--- config.mk ---
export PLATFORM = sky130hd
export DESIGN_NAME = scc_mem_dump
export DESIGN_NICKNAME = d
export VERILOG_FILES = /design/src/rtl/scc_mem_dump.sv
export SDC_FILE = /design/constraint.sdc
export NUM_CORES = 1
export LEC_CHECK = 0
export ABC_AREA = 1
export ABC_CLOCK_PERIOD_IN_PS = 3100
export BUFFER_PORTS_ARGS = -buffer_cell sky130_fd_sc_hd__buf_4
export CAP_MARGIN = 5
export CORE_UTILIZATION = 59
export CTS_CLUSTER_DIAMETER = 60
export DETAILED_ROUTE_END_ITERATION = 16
export GPL_ROUTABILITY_DRIVEN = 0
export PLACE_DENSITY = 0.81
export SYNTH_ARGS = -nofsm -noshare
export SYNTH_HDL_FRONTEND = slang
export SYNTH_SLANG_ARGS = --single-unit
--- constraint.sdc ---
create_clock -name clk -period 3.1 [get_ports clk]
set_input_delay 0.62 -clock clk [delete_from_list [all_inputs] [get_ports clk]]
set_output_delay 0.62 -clock clk [all_outputs]
set_load 0.01 [all_outputs]
--- src/rtl/scc_mem_dump.sv ---
// Post-HALT data-memory dump sequencer: walks word addresses, assembles big-endian
// words from byte reads and emits {address, value} records on a valid/ready stream.
module scc_mem_dump #(
  parameter int                ADDR_W     = 16,
  parameter logic [ADDR_W-1:0] START_ADDR = '0,
  parameter logic [ADDR_W-1:0] END_ADDR   = {{(ADDR_W-2){1'b1}}, 2'b00},
  parameter bit                SKIP_ZERO  = 1'b1
) (
  input  logic              clk,
  input  logic              rst,
  input  logic              halt_f,
  output logic              mem_rd_en,
  output logic [ADDR_W-1:0] mem_rd_addr,
  input  logic [7:0]        mem_rd_data,
  output logic              out_valid,
  input  logic              out_ready,
  output logic [31:0]       out_addr,
  output logic [31:0]       out_data,
  output logic              out_last,
  output logic              busy,
  output logic              done
);

  typedef enum logic [2:0] {
    IDLE  = 3'd0,
    FETCH = 3'd1,
    CHECK = 3'd2,
    EMIT  = 3'd3,
    NEXT  = 3'd4,
    DONE  = 3'd5
  } state_t;

  state_t            state_q, state_d;
  logic [ADDR_W-1:0] ptr_q, ptr_d;
  logic [2:0]        k_q, k_d;
  logic [31:0]       word_q, word_d;
  logic [31:0]       out_addr_q, out_addr_d;
  logic [31:0]       out_data_q, out_data_d;
  logic              out_last_q, out_last_d;
  logic              halt_q;
  logic              halt_seen_q;
  logic              start;

  // halt_seen_q keeps a level that is already high at reset release from
  // looking like a 0->1 edge: an edge needs a real sampled 0 first.
  assign start = halt_seen_q && !halt_q && halt_f && (state_q == IDLE);

  always_ff @(posedge clk or negedge rst) begin
    if (!rst) begin
      state_q     <= IDLE;
      ptr_q       <= START_ADDR;
      k_q         <= 3'd0;
      word_q      <= 32'd0;
      out_addr_q  <= 32'd0;
      out_data_q  <= 32'd0;
      out_last_q  <= 1'b0;
      halt_q      <= 1'b0;
      halt_seen_q <= 1'b0;
    end else begin
      state_q     <= state_d;
      ptr_q       <= ptr_d;
      k_q         <= k_d;
      word_q      <= word_d;
      out_addr_q  <= out_addr_d;
      out_data_q  <= out_data_d;
      out_last_q  <= out_last_d;
      halt_q      <= halt_f;
      halt_seen_q <= 1'b1;
    end
  end

  always_comb begin
    state_d    = state_q;
    ptr_d      = ptr_q;
    k_d        = k_q;
    word_d     = word_q;
    out_addr_d = out_addr_q;
    out_data_d = out_data_q;
    out_last_d = out_last_q;
    case (state_q)
      IDLE: begin
        if (start) begin
          state_d = FETCH;
          ptr_d   = START_ADDR;
          k_d     = 3'd0;
        end
      end
      FETCH: begin
        // Read data lags the strobe by one cycle, so k captures lane k-1.
        case (k_q)
          3'd1:    word_d[31:24] = mem_rd_data;
          3'd2:    word_d[23:16] = mem_rd_data;
          3'd3:    word_d[15:8]  = mem_rd_data;
          3'd4:    word_d[7:0]   = mem_rd_data;
          default: ;
        endcase
        if (k_q == 3'd4) begin
          state_d = CHECK;
          k_d     = 3'd0;
        end else begin
          k_d = k_q + 3'd1;
        end
      end
      CHECK: begin
        if (SKIP_ZERO && (word_q == 32'd0)) begin
          state_d = NEXT;
        end else begin
          out_addr_d = 32'(ptr_q);
          out_data_d = word_q;
          out_last_d = (ptr_q == END_ADDR);
          state_d    = EMIT;
        end
      end
      EMIT: begin
        if (out_ready) state_d = NEXT;
      end
      NEXT: begin
        // Compare before incrementing so the top word address never wraps.
        if (ptr_q == END_ADDR) begin
          state_d = DONE;
        end else begin
          ptr_d   = ptr_q + ADDR_W'(4);
          k_d     = 3'd0;
          state_d = FETCH;
        end
      end
      DONE:    state_d = DONE;
      default: state_d = IDLE;
    endcase
  end

  assign mem_rd_en   = (state_q == FETCH) && (k_q != 3'd4);
  assign mem_rd_addr = mem_rd_en ? (ptr_q + ADDR_W'(k_q)) : '0;
  assign out_valid   = (state_q == EMIT);
  assign out_addr    = out_addr_q;
  assign out_data    = out_data_q;
  assign out_last    = out_last_q;
  assign busy        = (state_q == FETCH) || (state_q == CHECK) ||
                       (state_q == EMIT)  || (state_q == NEXT);
  assign done        = (state_q == DONE);

endmodule
# ---- After elaboration in Yosys (flattened, before gate mapping)
# Index checks and enable logic that the tools add are counted.
dict set report word_totals {
  ram_bits 0
  n_memories 0
  mem_bits_ro 0
  inputBits 12
  latch_bits 0
  regBits 105
  out_inout_bits 85
}
dict set report op_classes {
  eq_ne 15
  reduce_logical 20
  bitwise_logic 1
  shifts 0
  n_mux 14
  n_lt_le_gt_ge 0
  add_sub_neg 3
  n_div 0
  n_mul 0
}
# cell n
set ops {}
lappend ops {{16-bit 2-to-1 mux} 3}
lappend ops {{32-bit zero test} 1}
lappend ops {{16-bit one-hot mux with 2 select lines} 1}
lappend ops {{3-bit 2-to-1 mux} 8}
lappend ops {{3-bit one-hot mux with 6 select lines} 1}
lappend ops {{16-bit by 3-bit adder with 16-bit output} 1}
lappend ops {{16-bit by 3-bit adder with 16-bit output (second input constant)} 1}
lappend ops {{16-bit equality test (second input constant)} 1}
lappend ops {{3-bit by 2-bit equality test with 1-bit output (second input constant)} 4}
lappend ops {{2-bit AND reduction} 5}
lappend ops {{3-bit equality test (second input constant)} 3}
lappend ops {{3-bit one-hot mux with 3 select lines} 1}
lappend ops {{3-bit AND reduction} 3}
lappend ops {{3-bit by 1-bit equality test with 1-bit output (second input constant)} 2}
lappend ops {{2-bit != test (second input constant)} 3}
lappend ops {{1-bit logical AND} 4}
lappend ops {{3-bit by 1-bit adder with 3-bit output (second input constant)} 1}
lappend ops {{3-bit zero test} 1}
lappend ops {{1-bit logical OR} 3}
lappend ops {{3-bit != test (second input constant)} 1}
lappend ops {{3-bit nonzero test} 1}
lappend ops {{2-bit by 1-bit != test with 1-bit output (second input constant)} 1}
lappend ops {{2-bit nonzero test} 1}
lappend ops {{1-bit zero test} 1}
lappend ops {{1-bit inverter} 1}

# ---- Depth between registers and ports, before layout
dict set report logic_depth {
  ltp_word 6
  ltp_mapped 10
  depth_no_buf 9
}

# ---- Worst setup path before layout
# No wires, ideal clock.
dict set report synth_path {
  path_kind {flip-flop to output port}
  startpoint {register ptr_q[2]}
  endpoint {output port mem_rd_addr[11]}
  t_arrival_ps 1392
  n_path_buf 0
  path_slack_ps 1088
  path_stages_with_launch 8
  path_cell_list {dfrtp_1 -> ha_1 -> nand2_1 -> nor2_1 -> inv_1 -> nor2_1 -> a21oi_1 -> nor3_1}
}
dict set report synth_between {
  elab_chain_cells 2
}
# element line
set synth_lines {}
lappend synth_lines {{start, declared} 34} ;# logic [ADDR_W-1:0] ptr_q, ptr_d;
lappend synth_lines {{start signal, assigned} 61} ;# ptr_q <= ptr_d;
lappend synth_lines {{16-bit by 3-bit adder with 16-bit output} 133} ;# assign mem_rd_addr = mem_rd_en ? (ptr_q + ADDR_W'(k_q)) : '0;
lappend synth_lines {{16-bit 2-to-1 mux} 133}
lappend synth_lines {{end, declared} 13} ;# output logic [ADDR_W-1:0] mem_rd_addr,
# No other way between the ends.

# ---- Worst setup path in the final report
dict set report layout_path {
  startpoint {register ptr_q[2]}
  endpoint {output port mem_rd_addr[14]}
}
# Same word-level chain as after synthesis.

==> metrics.md <==
| Metric | Value |
|---|---|
| Status | finished, final reports clean |
| Port buffer count | 78 |
| Routed len/inst | 13.5 um |
| Hold WC Path Type | primary input to asynchronous set/reset pin |
| WP data required | 2480 ps |
| Number of CTS-inserted buffers | 9 |
| Worst R2R Path Depth | 9 |
| Synth Area in Adders | 2.07% |
| Yosys cell types | 28 |
| Post-synth EDFFs | 0 |
| Crit path buf inv count | 2 |
| Largest net degree at the start of global routing | 102 |
| Vias per cell | 5.23 |
| Synth area leader | dfrtp_1 |
| Mapped Cells | 595 |
| Tcrit/Tclk final | 88.5% |
| Switching pwr | 2.07 mW |
| Clk root buf | clkbuf_8 |
| Clock tree from TritonCTS | yes |
| CP startpoint | ptr_q[2] |
| Design area | 5640 um^2 |
| Worst path arrival time | 2120 ps |
| CP max stage delay | 500 ps |
| Internal power | 3.11 mW |
| Share of flip-flops with an asynchronous set or reset | 100% |
| Avg Cell Area, Syn | 8.14 um^2 |
| Residual DRC count | 0 |
| CP delay by family, top | simple AND/OR/NAND/NOR gates |
| Synthesized cell area | 4840 um^2 |
| Site Rows | 32 |
| Slew margin rel. | 61.7% |
| GRT Resource Usage Total | 25.8% |
| Synth cell count leaders | nand2_1, dfrtp_1, inv_1 |
| Via count | 4061 |
| Fmax | 364 MHz |
| Initial antenna violation count | 0 |
| Worst r2r dst | ptr_q[2] |
| CP Max Fanout | 9 |
| Worst path slowest cell | dfrtp_1 |
| Compound-Gate Fraction of Synth Area | 11.9% |
| Worst-margin pin slew | 573 ps |
| Post-layout util | 71.8% |
| Die Wd | 92.6 um |
| Comb pwr share | 39.5% |
| Fin. max-slew vios | 0 |
| #FFs+latches synth | 101 |
| Area grow syn2layout | 16.4% |
| R2R Path Start | ptr_q[2] |
| First-pass GRT wire length | 17300 um |
| Largest family of logic cells by synthesized area | simple AND/OR/NAND/NOR gates |
| P_leak | 2.91 nW |
| Critical path class | flip-flop to output port |
| Peak supply drop | 0.000539 V |
| Synth warn | 0 |
| Drt pass-1 iters | 5 |
| Crit path top cell by count | nand2_1 |
| Mux share of post-synthesis cell area | 0% |
| Setup crit end | mem_rd_addr[14] |
| Post-Synth XOR/XNOR Area | 1.08% |
| Power Density | 918 nW/um^2 |
| RSZ-0062 raised after global routing | no |
| Sequential Power Share | 44.0% |
| Total Wirelength | 10400 um |
| Post-place instance area | 5440 um^2 |
| Total gr overflow | 0 |
| Simple-gate area share of the yosys netlist | 21.1% |
| Placed Instances | 760 |
| Post-route setup TNS | 0 ps |
| Synth top area cells | dfrtp_1, nand2_1, inv_1, o21ai_1, o21ai_0 |
| Die area | 8580 um^2 |
| CTS max path bufs | 2 |
| Initial core utilization | 61.7% |
| # hold bufs at CTS | 0 |
| Clock share of power | 16.4% |
| Crit path time final | 2740 ps |
| Max_cap viols | 0 |
| DP Wirelength | 7340 um |
| I/O Pins | 97 |
| Setup Buffers After CTS | 0 |
| Count leader, synth | nand2_1 |
| Primary FF master, synth | dfrtp_1 |
| Top-area cell type share of the netlist area | 52.2% |
| Initial DRC count | 228 |
| Vias in the first global route | 3745 |
| Sw frac | 39.9% |
| Core area | 7850 um^2 |
| Fin. Hold Viols | 0 |
| CTS clk-pin slew, worst paths | 100 ps |
| Total power | 5.17 mW |
| Reg2reg setup slack | 1180 ps |
| WP depth | 9 |
| CTS resizes | 0 |
| CP cell instances | ha_1 > nand2_1 > inv_1 > nand2_1 > nor2_2 > nand2_1 > o21ai_0 > a21oi_1 > buf_4 |
| Register area share after synthesis | 52.2% |
| Critical path endpoint category | output port |
| CTS HTree Levels | 3 |
| Final Setup Violations | 0 |
| Cell Count, Final, Fillers Out | 776 |
| Skew final | 13.5 ps |
| Final nets | 689 |
| Die Height | 92.6 um |
| Share of cells above drive strength 1 | 16.3% |
| Routed Antenna Nets | 0 |
| Antenna cells | 0 |
| Startpoint types | flip-flop |
| Clk_lat worst skew | 370 ps |
| Clk sink count | 101 |
==> layout make-up <==
type | count | area [um^2]
clock buffer | 10 | 128
clock inverter | 6 | 71.3
fill | 621 | 2210
inverter | 81 | 305
multi-input combinational | 393 | 1830
sequential | 101 | 2530
tap | 102 | 128
timing repair buffer | 83 | 648
==> worst min-delay path by stage <==
stage	startpoint	to	slack [ps]
after floorplan	rst	halt_q	320
after global placement	word_q[10]	word_q[10]	470
after detailed placement	out_addr[10]	out_addr[10]	470
after CTS	rst	out_data[23]	320
after global routing	rst	out_data[16]	340
final	rst	out_data[23]	270
==> logic make-up after synthesis <==
kind of cell,count (synthesis)
AO/OA/AOI/OAI,114
XOR/XNOR,6
buffers and inverters,118
adder cells (fa/ha/maj),8
flip-flops,101
other,2
AND/OR/NAND/NOR,246
==> per-stage QoR <==
step                hold slack (ps)  setup slack, ps
floorplan                       324             1090
global placement                468              888
detailed placement              474              811
CTS                             316              393
global route                    339              133
finish                          273              356
==> power groups by stage <==
stage | combinational, mW | sequential (mW) | clock (mW)
floorplan | 1.22 | 2.31 | 0
global placement | 1.98 | 2.28 | 0
detailed placement | 2.05 | 2.30 | 0
CTS | 2.06 | 2.28 | 0.862
global route | 2.32 | 2.35 | 0.913
finish | 2.05 | 2.28 | 0.849
==> per-layer routing <==
layer / routed length [um] / vias up / global-route usage [%]
li1: - / 1979 / -
met1: 4810 / 1925 / 36.3
met2: 4940 / 141 / 40.6
met3: 553 / 16 / 5.01
met4: 138 / 0 / 8.59
met5: 0 / - / 0
==> registers in the layout, indices dropped and copies added (netlist names) <==
register,count
halt_q,1
halt_seen_q,1
k_q,3
out_addr,14
out_data,32
out_last,1
ptr_q,14
state_q,3
word_q,32
==> cell usage in the layout, fill, tap and decap left out <==
cell type / netlist / final
xor2_1: 6 / 6
inv_6: 0 / 1
buf_4: 19 / 81
nor3_1: 5 / 5
ha_1: 8 / 8
nand3_1: 24 / 24
o21ai_0: 48 / 48
clkbuf_1: 8 / 1
dfrtp_1: 101 / 101
nor3_2: 1 / 1
inv_8: 0 / 1
o21ai_1: 52 / 52
clkinv_2: 1 / 2
clkinv_4: 0 / 1
o21bai_1: 1 / 1
a21oi_1: 12 / 12
buf_12: 0 / 2
or2_2: 1 / 1
bufinv_16: 0 / 1
nand4_2: 1 / 1
nor2_2: 1 / 1
conb_1: 2 / 19
inv_1: 78 / 78
clkbuf_8: 0 / 9
inv_2: 1 / 1
nor2_4: 3 / 3
nand4_1: 5 / 5
nand2_1: 154 / 154
o21ai_4: 0 / 1
nor2_1: 49 / 49
clkinvlp_4: 0 / 1
clkinv_1: 1 / 1
nand2_2: 2 / 2
Note: power is estimated with default switching activity, not from simulation.
